### src/rtl/lane_match_flag_pipe_if.sv
// rtl/lane_match_flag_pipe_if.sv - input/output stream handshake bundle for lane_match_flag_pipe
interface lane_match_flag_pipe_if #(
  parameter int LANES  = 2,
  parameter int LANE_W = 16
);
  logic [LANES*LANE_W-1:0] din;
  logic                    din_vld;
  logic                    din_rd;
  logic                    dout_flag;
  logic [LANES-1:0]        dout_vec;
  logic                    dout_vld;
  logic                    dout_rd;

  modport master (
    output din, din_vld, dout_rd,
    input  din_rd, dout_flag, dout_vec, dout_vld
  );

  modport slave (
    input  din, din_vld, dout_rd,
    output din_rd, dout_flag, dout_vec, dout_vld
  );
endinterface

### src/rtl/lane_match_flag_pipe.sv
// rtl/lane_match_flag_pipe.sv - two-stage per-lane match, increment, bit-reverse flag pipeline
// Optional zero-flag statistics counter enabled by LANE_MATCH_STATS_EN.
module lane_match_flag_pipe #(
  parameter int          LANES     = 2,
  parameter int          LANE_W    = 16,
  parameter int unsigned MATCH_VAL = 1,
  parameter int          CNT_W     = 16
) (
  input  logic                   clk,
  input  logic                   rst_n,
`ifdef LANE_MATCH_STATS_EN
  output logic [CNT_W-1:0]       stat_zero_cnt,
  input  logic                   stat_clr,
`endif
  lane_match_flag_pipe_if.slave  bus
);

  localparam logic [LANE_W-1:0] MATCH_L = LANE_W'(MATCH_VAL);

  if (LANES < 1 || LANE_W < 1 || CNT_W < 1) begin : g_bad_params
    $error("lane_match_flag_pipe: LANES, LANE_W and CNT_W must be >= 1");
  end

  logic             r_s1_vld;
  logic [LANES-1:0] r_s1_m;
  logic             r_dout_vld;
  logic             r_dout_flag;
  logic [LANES-1:0] r_dout_vec;

  logic             w_s2_adv;
  logic             w_s1_adv;
  logic [LANES-1:0] w_m;
  logic [LANES-1:0] w_s;
  logic [LANES-1:0] w_r;

  assign w_s2_adv   = !r_dout_vld || bus.dout_rd;
  assign w_s1_adv   = !r_s1_vld || w_s2_adv;
  assign bus.din_rd = w_s1_adv;

  always_comb begin
    w_m = '0;
    for (int i = 0; i < LANES; i++) begin
      w_m[i] = (bus.din[i*LANE_W +: LANE_W] == MATCH_L);
    end
  end

  // Carry out of the increment is dropped, so an all-match vector wraps to zero.
  assign w_s = r_s1_m + LANES'(1);

  always_comb begin
    w_r = '0;
    for (int i = 0; i < LANES; i++) begin
      w_r[i] = w_s[LANES-1-i];
    end
  end

  always_ff @(posedge clk or negedge rst_n) begin
    if (!rst_n) begin
      r_s1_vld    <= 1'b0;
      r_s1_m      <= '0;
      r_dout_vld  <= 1'b0;
      r_dout_flag <= 1'b0;
      r_dout_vec  <= '0;
    end else begin
      if (w_s2_adv) begin
        r_dout_vld  <= r_s1_vld;
        r_dout_vec  <= w_r;
        r_dout_flag <= |w_r;
      end
      if (w_s1_adv) begin
        r_s1_vld <= bus.din_vld;
        r_s1_m   <= w_m;
      end
    end
  end

  assign bus.dout_vld  = r_dout_vld;
  assign bus.dout_flag = r_dout_flag;
  assign bus.dout_vec  = r_dout_vec;

`ifdef LANE_MATCH_STATS_EN
  logic [CNT_W-1:0] r_zero_cnt;

  // Clear wins over a same-cycle increment; the count saturates instead of wrapping.
  always_ff @(posedge clk or negedge rst_n) begin
    if (!rst_n) begin
      r_zero_cnt <= '0;
    end else if (stat_clr) begin
      r_zero_cnt <= '0;
    end else if (r_dout_vld && bus.dout_rd && !r_dout_flag && (r_zero_cnt != '1)) begin
      r_zero_cnt <= r_zero_cnt + CNT_W'(1);
    end
  end

  assign stat_zero_cnt = r_zero_cnt;
`endif

endmodule

### src/flat_wrapper.sv
// flat-port wrapper written by rule: the top's interface ports become plain ports
module lane_match_flag_pipe_flat 
#(
  parameter int          LANES     = 2,
  parameter int          LANE_W    = 16,
  parameter int unsigned MATCH_VAL = 1,
  parameter int          CNT_W     = 16
)
  (clk, rst_n, bus_din, bus_din_vld, bus_dout_rd, bus_din_rd, bus_dout_flag, bus_dout_vec, bus_dout_vld);
  lane_match_flag_pipe_if #(.LANES(LANES), .LANE_W(LANE_W)) bus_i ();
  input  logic clk;
  input  logic rst_n;
  input wire logic [$bits(bus_i.din)-1:0] bus_din;
  input wire logic [$bits(bus_i.din_vld)-1:0] bus_din_vld;
  input wire logic [$bits(bus_i.dout_rd)-1:0] bus_dout_rd;
  output wire logic [$bits(bus_i.din_rd)-1:0] bus_din_rd;
  output wire logic [$bits(bus_i.dout_flag)-1:0] bus_dout_flag;
  output wire logic [$bits(bus_i.dout_vec)-1:0] bus_dout_vec;
  output wire logic [$bits(bus_i.dout_vld)-1:0] bus_dout_vld;
  assign bus_i.din = bus_din;
  assign bus_i.din_vld = bus_din_vld;
  assign bus_i.dout_rd = bus_dout_rd;
  assign bus_din_rd = bus_i.din_rd;
  assign bus_dout_flag = bus_i.dout_flag;
  assign bus_dout_vec = bus_i.dout_vec;
  assign bus_dout_vld = bus_i.dout_vld;
  lane_match_flag_pipe #(.LANES(LANES), .LANE_W(LANE_W), .MATCH_VAL(MATCH_VAL), .CNT_W(CNT_W)) u_core (.clk(clk), .rst_n(rst_n), .bus(bus_i));
endmodule
### config.mk
export PLATFORM = sky130hd
export DESIGN_NAME = lane_match_flag_pipe_flat
export DESIGN_NICKNAME = d
export VERILOG_FILES = /design/src/rtl/lane_match_flag_pipe_if.sv /design/src/rtl/lane_match_flag_pipe.sv /design/src/flat_wrapper.sv
export SDC_FILE = /design/constraint.sdc
export NUM_CORES = 1
export LEC_CHECK = 0
export ABC_CLOCK_PERIOD_IN_PS = 900
export CAP_MARGIN = 20
export CORE_MARGIN = 10
export CORE_UTILIZATION = 24
export CTS_BUF_LIST = sky130_fd_sc_hd__clkbuf_16
export DETAILED_ROUTE_END_ITERATION = 8
export PLACE_DENSITY = 0.75
export SKIP_LAST_GASP = 1
export SLEW_MARGIN = 20
export SYNTH_ARGS = -nofsm -noshare
export SYNTH_HDL_FRONTEND = slang
export SYNTH_SLANG_ARGS = --single-unit
export TNS_END_PERCENT = 50
### constraint.sdc
create_clock -name clk -period 0.9 [get_ports clk]
set_input_delay 0.09 -clock clk [delete_from_list [all_inputs] [get_ports clk]]
set_output_delay 0.09 -clock clk [all_outputs]
set_load 0.05 [all_outputs]
# [Word-level counts from Yosys, hierarchy flattened]
# Cells that the tools add are included.
# W data, S select, Z words.
[word_totals] wordCells=13 inputBits=36 ff_bits=7 output_inout_bits=5 latch_bits=0 ramBits=0 n_memories=0 mem_bits_ro=0
[classes] reduce_logical=5 n_eq_ne=2 shift=0 div=0 n_mul=0 mux=0 bitwise_logic=0 addsub=1 order_cmp=0
[op_table] op="$eq A16 B1 Y1 const B" count=2
[op_table] op="$add A2 B1 Y2 const B" count=1
[op_table] op="$logic_not A1 Y1" count=2
[op_table] op="$logic_or A1 B1 Y1" count=2
[op_table] op="$reduce_or A2 Y1" count=1

# [Depth between registers and ports, before layout]
[logic_depth] word_depth=3 ltp_mapped=4 mapped_depth_nobuf=4

# [Least setup slack after synthesis]
# No wires, ideal clock.
[synth_path] kind="reg-to-reg" start="reg u_core.r_dout_vld, in the netlist u_core.bus.dout_vld" end="reg u_core.r_s1_vld" stages_incl_launch_ff=5 path_slack_ps=-583 setup_ps=137 required_ps=763 arrival_time_ps=1346 synth_period_minus_slack_ps=1483 n_path_buf=0 path_cell_list="dfrtp_1 nor2b_4 and2_1 inv_1 nand2b_1"
[synth_via] elab_chain_cells=3
[synth_rtl] item="from (decl)" line="lane_match_flag_pipe.sv:26" text="logic r_dout_vld;"
[synth_rtl] item="from (signal assigned)" line="lane_match_flag_pipe.sv:66" text="r_dout_vld <= r_s1_vld;"
[synth_rtl] item="$logic_not A1 Y1" line="lane_match_flag_pipe.sv:36" text="assign w_s2_adv = !r_dout_vld || bus.dout_rd;"
[synth_rtl] item="$logic_or A1 B1 Y1" line="lane_match_flag_pipe.sv:36"
[synth_rtl] item="$logic_or A1 B1 Y1" line="lane_match_flag_pipe.sv:37" text="assign w_s1_adv = !r_s1_vld || w_s2_adv;"
[synth_rtl] item="named net bus_din_rd" line="flat_wrapper.sv:16" text="output wire logic [$bits(bus_i.din_rd)-1:0] bus_din_rd;"
[synth_rtl] item="to (signal assigned)" line="lane_match_flag_pipe.sv:71" text="r_s1_vld <= bus.din_vld;"
[synth_rtl] item="to (decl)" line="lane_match_flag_pipe.sv:24" text="logic r_s1_vld;"
# The timed path passes the listed nets, and every way through them passes these cells.
# A chain may end at the register's enable or synchronous reset.

# [Worst setup path after layout]
[layout_path] start="reg u_core.r_dout_vld, in the netlist u_core.bus.dout_vld" end="out bus_din_rd"
[layout_via] elab_chain_cells=3
[layout_rtl] item="$logic_not A1 Y1" line="lane_match_flag_pipe.sv:36"
[layout_rtl] item="$logic_or A1 B1 Y1" line="lane_match_flag_pipe.sv:36"
[layout_rtl] item="$logic_or A1 B1 Y1" line="lane_match_flag_pipe.sv:37"
[layout_rtl] item="to (decl)" line="flat_wrapper.sv:16"
# Every way passes these cells.

==> impl_metrics.csv <==
group,metric,value,unit
logic_synthesis,synthCells,35,
clock_tree,clockBufferDepth,2,
cells_and_area,stdcell_count,103,
critical_path,crit_fanout,2,
floorplanning,num_rows,14,
critical_path,rr_worst_depth,6,
timing,max_freq,801,MHz
critical_path,crit_path_end_kind,"output port",
critical_path,path_class,"flop to output port",
floorplanning,die_y,60.7,um
floorplanning,io_pins,41,
critical_path,crit_required,0.81,ns
timing,fin_crit_sh,1.39,
cells_and_area,num-fill-cells,122,
timing,slew_headroom,0.782,
logic_synthesis,ys_top_cells_by_area,"dfrtp_1, nor4_2, nor4b_2",
timing,timing.final.max_slew_violations,0,
power,power.total,0.00141,W
routing,ant_nets,0,
logic_synthesis,synth-edff-count,0,
floorplanning,die_area,0.00368,mm2
logic_synthesis,synth_common_cells,"dfrtp_1, nor4_2, nand2_1, nand2b_1",
timing,hold_viol,0,
routing,drt-wirelength-per-cell,16.6,um
logic_synthesis,ys_ff_latch,7,
critical_path,critPathArrivalTime,1.16,ns
timing,clock-skew-final,0.00177,ns
timing,rsz0062_at_grt,"yes",
logic_synthesis,synth_seq_area_share,0.442,
cells_and_area,antenna_cells,0,
routing,drt_wl_total,1710,um
logic_synthesis,syn-num-nets,72,
critical_path,r2r_setup_slack,-0.20,ns
place,pre_cts_ws,-0.286,ns
timing,setup_violations,9,
clock_tree,cts_made_buffers,3,
routing,drc,0,
routing,first_iter_violations,4,
power,ir_drop,0.000957,V
cells_and_area,stdcell_area,0.00103,mm2
cells_and_area,fin_nets,125,
timing,finalWorstSetupSlack,-0.349,ns
grt,grt-ovfl-total,0,
logic_synthesis,yosysMostFrequentCell,"dfrtp_1",
logic_synthesis,synth_area,397,um2
timing,min_period,1.25,ns
power,p_leak,0.418,nW
clock_tree,clkTransAtPathRegs,0.04,ns
critical_path,worst_setup_path_start_kind,"flop",
logic_synthesis,synth.avg_cell_area,11.3,um2
cells_and_area,fin_util,0.671,
routing,firstDrtPassIters,4,
critical_path,reg2reg_from,"u_core.bus.dout_vld",
run_status,violations,"setup timing",
hold_path,hold_class,"primary input to async pin",
floorplanning,die_x,60.7,um
logic_synthesis,yosys_most_used_dff,"dfrtp_1",
logic_synthesis,synth_warnings,0,
clock_tree,cts.sinks,7,
place,io_buffers,40,
clock_tree,cts_tree,"yes",
floorplanning,coreArea,0.00154,mm2
clock_tree,cts_root_buffer,"clkbuf_16",
logic_synthesis,synth.distinct_cells,14,
logic_synthesis,synth_top_area_cell,"dfrtp_1",
clock_tree,holdBufCountCts,0,
place,hpwl,1310,um
grt,first_global_vias,618,
clock_tree,htree_levels,1,
critical_path,reg2reg_to,"u_core.bus.dout_vec[1]",
routing,vias_per_cell,4.70,
cells_and_area,drive_gt1_frac,0.356,
place,place_inst,96,
place,gp_congestion,0.664,
run_status,status,"finished, violations left",
clock_tree,clk_latency,0.23,ns
cells_and_area,area_growth,161,%
power,powerDensity,1360,mW/mm2
floorplanning,start_util,0.257,
routing,num_vias,484,
grt,grt_max_degree,8,
timing,worst_pin_slew,0.326,ns
grt,grt_pass1_wl,2620,um
job,max_cap_violations,0,
place,dpl-instance-area,912,um2
grt,grt_usage,0.0967,
logic_synthesis,synth-async-reset-ratio,1.00,
logic_synthesis,synth_top_area_share,0.442,
grt,antenna_found_initial,0,
## flip-flops by register name, indices dropped and copies added (netlist names)
signal,flops
u_core.bus.dout_flag,1
u_core.bus.dout_vec,2
u_core.bus.dout_vld,1
u_core.r_s1_m,2
u_core.r_s1_vld,1
## cell families after synthesis
| family | count (synthesis) | share of synthesized area |
|---|---|---|
| compound gates | 4 | 0.0505 |
| simple gates | 22 | 0.467 |
| fa+ha+maj | 1 | 0.0315 |
| flops | 7 | 0.442 |
| buf+inv | 1 | 0.00945 |
## layout by cell type, fill, tap and decap left out
cell,n
dfrtp_1,6
buf_12,5
nand2b_2,1
nor2_1,2
dfrtp_2,1
nand3_1,2
nand2b_1,2
nor4b_2,2
nor2b_4,1
o21ai_2,2
buf_6,3
nor4_2,6
clkdlybuf4s50_1,35
a21oi_1,2
inv_1,1
ha_1,1
clkbuf_16,3
and2_4,1
clkinvlp_4,1
buf_4,5
nand2_1,3
nand4_1,2
## where the power goes
part	leakage, nW	switching [W]	internal [W]
clock	0.0423	0.000174	0.000579
combinational	0.295	0.000109	0.000221
sequential	0.0801	0.00000392	0.000324
total	0.418	0.000288	0.00112
## per-layer routing
| layer | vias to the layer above | GRT usage | part of all wire |
|---|---|---|---|
| met1 | 219 | 0.0746 | 0.29 |
| met5 | - | 0 | 0 |
| li1 | 234 | - | - |
| met2 | 27 | 0.173 | 0.56 |
| met3 | 4 | 0.0772 | 0.13 |
| met4 | 0 | 0.0408 | 0.023 |
## cell type report
| class | count | area [um2] | area share |
|---|---|---|---|
| clock inverters | 1 | 3.75 | 0.00363 |
| clock buffers | 3 | 75.1 | 0.0726 |
| flip-flops and latches | 7 | 176 | 0.170 |
| repair buffers | 48 | 522 | 0.504 |
| well taps | 16 | 20.0 | 0.0193 |
| multi-input cells | 27 | 230 | 0.222 |
| inverters | 1 | 7.51 | 0.00726 |
## stage by stage
stage / TNS (ns) / hold slack [ns]
after floorplan: -1.20 / -0.206
after global placement: -1.65 / 0.366
after detailed placement: -1.75 / 0.371
after CTS: -2.03 / 0.137
after global routing: -2.08 / 0.163
final: -1.71 / 0.124
## repair_timing
action                                  CTS  global route
endpoints found under the setup margin    9             9
gates resized for setup                   5             2
setup buffers                             3             1
hold endpoints to repair                  0             0
pin swaps                                 2             0
## critical path, cell delays in order, from the launching register on
cell	delay, ns
dfrtp_2	0.35
nor2b_4	0.14
and2_4	0.17
clkinvlp_4	0.11
buf_12	0.16
## how the worst max path moves through the flow
stage	cells past startpoint	to	start	slack (ns)
after floorplan	4	u_core.r_s1_vld	u_core.bus.dout_vld	-0.43
after global placement	5	bus_din_rd	bus_dout_rd	-0.28
after detailed placement	5	bus_din_rd	bus_dout_rd	-0.29
after CTS	4	bus_din_rd	u_core.bus.dout_vld	-0.34
after global routing	4	bus_din_rd	u_core.bus.dout_vld	-0.38
final	4	bus_din_rd	u_core.bus.dout_vld	-0.35
Note: power is estimated with default switching activity, not from simulation.
